===== config.mk =====
export PLATFORM = sky130hd
export DESIGN_NAME = bch_enc_seq_flat
export DESIGN_NICKNAME = d
export VERILOG_FILES = /design/src/rtl/bch_enc_seq_if.sv /design/src/rtl/bch_enc_seq.sv /design/src/flat_wrapper.sv
export SDC_FILE = /design/constraint.sdc
export NUM_CORES = 1
export LEC_CHECK = 0
export CAP_MARGIN = 15
export CELL_PAD_IN_SITES_DETAIL_PLACEMENT = 1
export CELL_PAD_IN_SITES_GLOBAL_PLACEMENT = 1
export CORE_MARGIN = 3
export CORE_UTILIZATION = 30
export CTS_BUF_LIST = sky130_fd_sc_hd__clkbuf_2
export DETAILED_ROUTE_END_ITERATION = 10
export HOLD_SLACK_MARGIN = 0.1
export PLACE_DENSITY_LB_ADDON = 0.1
export SLEW_MARGIN = 30
export SYNTH_ARGS = -nofsm -noshare
export SYNTH_HDL_FRONTEND = slang
export SYNTH_SLANG_ARGS = --single-unit

===== constraint.sdc =====
create_clock -name clk -period 2.86 [get_ports clk]
set_clock_uncertainty 0.1 [all_clocks]
set_input_delay 0.572 -clock clk [delete_from_list [all_inputs] [get_ports clk]]
set_output_delay 0.572 -clock clk [all_outputs]
set_load 0.02 [all_outputs]

===== src/rtl/bch_enc_seq_if.sv =====
// Handshake bundle for the BCH(41,31) bit-serial encoder: message in, codeword out.
interface bch_enc_seq_if #(
   parameter int unsigned K = 31,
   parameter int unsigned P = 10
);
   logic             in_valid;
   logic             in_ready;
   logic [K-1:0]     in_data;
   logic             out_valid;
   logic             out_ready;
   logic [K+P-1:0]   out_data;

   // Encoder side
   modport slave (
      input  in_valid,
      input  in_data,
      input  out_ready,
      output in_ready,
      output out_valid,
      output out_data
   );

   // Source/sink side
   modport master (
      output in_valid,
      output in_data,
      output out_ready,
      input  in_ready,
      input  out_valid,
      input  out_data
   );
endinterface


===== src/rtl/bch_enc_seq.sv =====
// Bit-serial BCH(41,31) systematic encoder. The message is shifted MSB-first through a
// P-bit LFSR divider; the remainder is (msg(x) * x^P) mod g(x), emitted as {msg, parity}.
module bch_enc_seq #(
   parameter int unsigned K   = 31,
   parameter int unsigned P   = 10,
   parameter logic [P:0]  GEN = 11'h769
) (
   input  logic          clk,
   input  logic          rst,
   bch_enc_seq_if.slave  bus,
   output logic          busy,
   output logic [15:0]   word_cnt
);
   localparam int unsigned N  = K + P;
   localparam int unsigned CW = $clog2(K);

   typedef enum logic [1:0] {StIdle, StShift, StDone} state_e;

   state_e          r_state;
   state_e          w_state_next;
   logic [P-1:0]    r_lfsr;
   logic [CW-1:0]   r_cnt;
   logic [K-1:0]    r_msg;
   logic [K-1:0]    r_shreg;
   logic [N-1:0]    r_out;
   logic [15:0]     r_word_cnt;

   logic            w_in_ready;
   logic            w_out_valid;
   logic            w_busy;
   logic            w_accept;
   logic            w_deliver;
   logic            w_fb;
   logic [P-1:0]    w_lfsr_next;

   // Next-state decode and handshake outputs
   always_comb begin
      w_state_next = r_state;
      w_in_ready   = 1'b0;
      w_out_valid  = 1'b0;
      w_busy       = 1'b0;
      unique case (r_state)
         StIdle: begin
            w_in_ready = 1'b1;
            if (bus.in_valid) w_state_next = StShift;
         end
         StShift: begin
            w_busy = 1'b1;
            if (r_cnt == '0) w_state_next = StDone;
         end
         StDone: begin
            w_out_valid = 1'b1;
            if (bus.out_ready) begin
               // Releasing the codeword frees the slot, so a new word may enter this same cycle
               w_in_ready   = 1'b1;
               w_state_next = bus.in_valid ? StShift : StIdle;
            end
         end
         default: w_state_next = StIdle;
      endcase
   end

   // LFSR divider step: feedback is incoming message bit plus remainder MSB
   always_comb begin
      w_fb        = r_shreg[K-1] ^ r_lfsr[P-1];
      w_lfsr_next = {r_lfsr[P-2:0], 1'b0} ^ (w_fb ? GEN[P-1:0] : '0);
      w_accept    = w_in_ready & bus.in_valid;
      w_deliver   = w_out_valid & bus.out_ready;
   end

   // State, datapath and delivered-word counter registers
   always_ff @(posedge clk) begin
      if (rst) begin
         r_state    <= StIdle;
         r_lfsr     <= '0;
         r_cnt      <= '0;
         r_msg      <= '0;
         r_shreg    <= '0;
         r_out      <= '0;
         r_word_cnt <= '0;
      end else begin
         r_state <= w_state_next;
         if (w_accept) begin
            r_msg   <= bus.in_data;
            r_shreg <= bus.in_data;
            r_lfsr  <= '0;
            r_cnt   <= CW'(K - 1);
         end else if (r_state == StShift) begin
            r_lfsr  <= w_lfsr_next;
            r_shreg <= {r_shreg[K-2:0], 1'b0};
            r_cnt   <= r_cnt - 1'b1;
            // Capture the finished codeword so it stays put even if the next word starts early
            if (r_cnt == '0) r_out <= {r_msg, w_lfsr_next};
         end
         if (w_deliver) r_word_cnt <= r_word_cnt + 16'd1;
      end
   end

   assign bus.in_ready  = w_in_ready;
   assign bus.out_valid = w_out_valid;
   assign bus.out_data  = r_out;
   assign busy          = w_busy;
   assign word_cnt      = r_word_cnt;
endmodule


===== src/flat_wrapper.sv =====
// flat-port wrapper written by rule: the top's interface ports become plain ports
module bch_enc_seq_flat 
#(
   parameter int unsigned K   = 31,
   parameter int unsigned P   = 10,
   parameter logic [P:0]  GEN = 11'h769
)
  (clk, rst, busy, word_cnt, bus_in_valid, bus_in_data, bus_out_ready, bus_in_ready, bus_out_valid, bus_out_data);
  bch_enc_seq_if #(.K(K), .P(P)) bus_i ();
  input  logic clk;
  input  logic rst;
  output logic busy;
  output logic [15:0] word_cnt;
  input wire logic [$bits(bus_i.in_valid)-1:0] bus_in_valid;
  input wire logic [$bits(bus_i.in_data)-1:0] bus_in_data;
  input wire logic [$bits(bus_i.out_ready)-1:0] bus_out_ready;
  output wire logic [$bits(bus_i.in_ready)-1:0] bus_in_ready;
  output wire logic [$bits(bus_i.out_valid)-1:0] bus_out_valid;
  output wire logic [$bits(bus_i.out_data)-1:0] bus_out_data;
  assign bus_i.in_valid = bus_in_valid;
  assign bus_i.in_data = bus_in_data;
  assign bus_i.out_ready = bus_out_ready;
  assign bus_in_ready = bus_i.in_ready;
  assign bus_out_valid = bus_i.out_valid;
  assign bus_out_data = bus_i.out_data;
  bch_enc_seq #(.K(K), .P(P), .GEN(GEN)) u_core (.clk(clk), .rst(rst), .bus(bus_i), .busy(busy), .word_cnt(word_cnt));
endmodule

==> metrics <==
status finished clean; Layout area overhead 26.52%; min-delay src bus_in_data[16]; H-tree Lvls 4; Crit Reg-Reg Endpoint u_core.bus.out_data[22]; Root Driver clkbuf_2; Top Metal Used met4; DRT iter0 DRCs 132; Simple-Gate Fraction of Synth Area 0.1994; post-synthesis adder-cell area fraction 0.004800; switching power 0.9712 mW; unrepaired setup endpoints after global routing no; I/O pin count 95; largest net degree at the start of global routing 66; TritonCTS clock tree done; Place WS 0.2843 ns; Compound-Gate Fraction of Synth Area 0.1313; Nets 743; RR Startpoint u_core.r_cnt[0]; DRT antenna net count 0; wire length on met1 6109 um; initial core utilization 0.3100; GRT overflow 0; first-pass GRT wire length 21370 um; Peak VDD IR 0.2528 mV; DR vias 4367; Lkg Pwr 2.359 nW; Final Cycle Share 0.9245; Syn Nets 658; fraction of synthesized cell area in xor and xnor cells 0.03024; core area 16820 um^2; Worst-Margin Slew 0.8468 ns; Worst EP required 2.19 ns; vias in the first global route 4454; drt total wl 12810 um; switch share 0.2741; synthesized netlist cell count 621; area of the mapped netlist 5214 um^2; Horiz. Die Dim 137.8 um; Die H 137.8 um; First-pass DRT Iterations 4; Worst Hold Path EP u_core.r_msg[16]; R2R depth 6; crit path DAT 1.97 ns; count of final setup violators 0; Gate power share 0.129; clk_lat worst skew 0.67 ns; Peak Freq 0.3782 GHz; synthesized flop and latch total 136; PD cells 537.2 nW/um^2; Final WS setup 0.2160 ns; Avg Cell Area, Syn 8.396 um^2; Yosys warning total 0; share of layout cells above drive strength 1 0.1127; crit end category primary output; TNS Setup 0 ns; total die area 19000 um^2; port buffer count 94; Min Hold Slack 0.3572 ns; Post-CTS Setup Repair Bufs 0; met3 routed WL 575 um; relative slew slack 0.4355; Startpoint Class register; Seq pwr share 0.573; TritonCTS buffer count 17; Distinct cells, synth 35; crit path kind register to primary output; total track usage 0.1421; mux cell area share after synthesis 0.07127; Clk pwr share 0.298; clock sink count 136; clock buffer depth 2; Max Slew Vio Count 0; WHS Path Cells 3; Cell Int Power 2.572 mW; largest family of logic cells by synthesized area simple AND/OR/NAND/NOR gates; drt wl/cell 13.61 um; final RePlAce weighted congestion 0.7837; FF-to-FF setup slack 0.44 ns; met2 wire length 6009 um; row count 47; post-synthesis sequential area ratio 0.5222; Tmin final 2.644 ns; DRC viols 0; number of vias per cell 4.641; DP HPWL 8674 um; final hold vios 0; Crit Path Max Fanout 6; antenna violations before repair 1; min-delay worst type input pin to register; max-cap viol count 0; Reg clk slew, reported paths 0.19 ns
-- per-stage QoR --
stage	cells	instance area, um^2	utilization	power, mW
6_report	941	6596	0.3922	3.543
3_5_place_dp	906	6365	0.3784	2.536
2_1_floorplan	621	5214	-	2.365
5_1_grt	941	6596	0.3922	3.762
4_1_cts	939	6588	0.3917	3.628
3_3_place_gp	906	6365	0.3784	2.523
-- routing by layer --
metal,global-route usage,vias up
li1,-,2220
met1,0.1761,2065
met2,0.2356,73
met3,0.04492,9
met4,0.04446,0
met5,0,-
-- cell families after synthesis --
group | Yosys count
buffers and inverters | 51
xor gates and xnor gates | 18
muxes | 33
DFF | 136
and+or+nand+nor | 247
AOI/OAI and AO/OA | 134
adders and majority gates | 2
-- worst max-delay path by stage --
stage	start	to	slack (ns)	cells past startpoint
2_1_floorplan	bus_out_ready	u_core.word_cnt[15]	0.84	5
3_3_place_gp	bus_out_ready	bus_in_ready	0.32	4
3_5_place_dp	bus_out_ready	u_core.word_cnt[14]	0.28	6
4_1_cts	u_core.r_state[0]	busy	0.02	3
5_1_grt	u_core.r_state[1]	bus_out_valid	0.008	2
6_report	u_core.r_state[1]	bus_out_valid	0.22	2
-- state kept, by name, indices dropped and copies added (netlist names) --
signal	count
u_core.bus.out_data	41
u_core.r_state	2
u_core.r_msg	31
u_core.r_cnt	5
u_core.word_cnt	16
u_core.r_lfsr	10
u_core.r_shreg	31
-- area by class of cell --
class / count / area (um^2)
multi-input combinational: 434 / 2291
sequential: 136 / 2725
inverter: 10 / 37.54
clock inverter: 12 / 108.9
clock buffer: 20 / 100.1
fill: 2018 / 10220
antenna: 2 / 5.005
timing repair buffer: 107 / 1054
tap: 220 / 275.3
-- synthesized netlist by cell type (all sizes together) --
cell type,count,area share
nand2,198,0.14
dfxtp,136,0.52
a21oi,122,0.12
mux2,33,0.071
clkbuf,26,0.019
buf,15,0.015
nor2,15,0.011
xnor2,12,0.020
inv,9,0.0065
nand3,9,0.0086
o21ai,7,0.0067
xor2,6,0.010
or3,5,0.0060
nor2b,4,0.0048
nor3,3,0.0038
a211oi,2,0.0029
and3,2,0.0024
ha,2,0.0048
nand2b,2,0.0024
nor4,2,0.0036
or4,2,0.0036
a31oi,1,0.0012
and4b,1,0.0019
clkinv,1,0.00072
nand4,1,0.0012
nand4b,1,0.0046
nor3b,1,0.0014
o211a,1,0.0019
o211ai,1,0.0014
or3b,1,0.0017
-- timing repair --
action,CTS,global route
hold buffers,1,0
hold endpoints to repair,18,0
setup endpoints to repair,2,1
gates resized for setup,2,2
-- power by group through the flow --
stage,Sequential [mW],Clock (mW),Combinational [mW]
after global routing,2.05,1.20,0.514
after detailed placement,2.07,0,0.464
after floorplan,2.07,0,0.297
final,2.03,1.06,0.457
after global placement,2.07,0,0.456
after CTS,2.03,1.13,0.467
-- worst max-delay path, stage by stage (launching register included) --
cell             delay [ns]
dfxtp_2                0.43
nor2b_2                0.25
clkdlybuf4s50_1        0.64
-- cells in the final DEF (no fill, tap or decap), types with 6 or more instances in the layout --
cell	count
mux2_2	32
inv_1	9
clkinv_1	6
nor2_1	15
xnor2_1	12
nand2_1	198
buf_4	12
dfxtp_1	134
nand3_1	9
o21ai_0	7
clkdlybuf4s50_1	92
clkbuf_2	20
a21oi_1	122
xor2_1	6
Power figures use the tool's default switching activity.
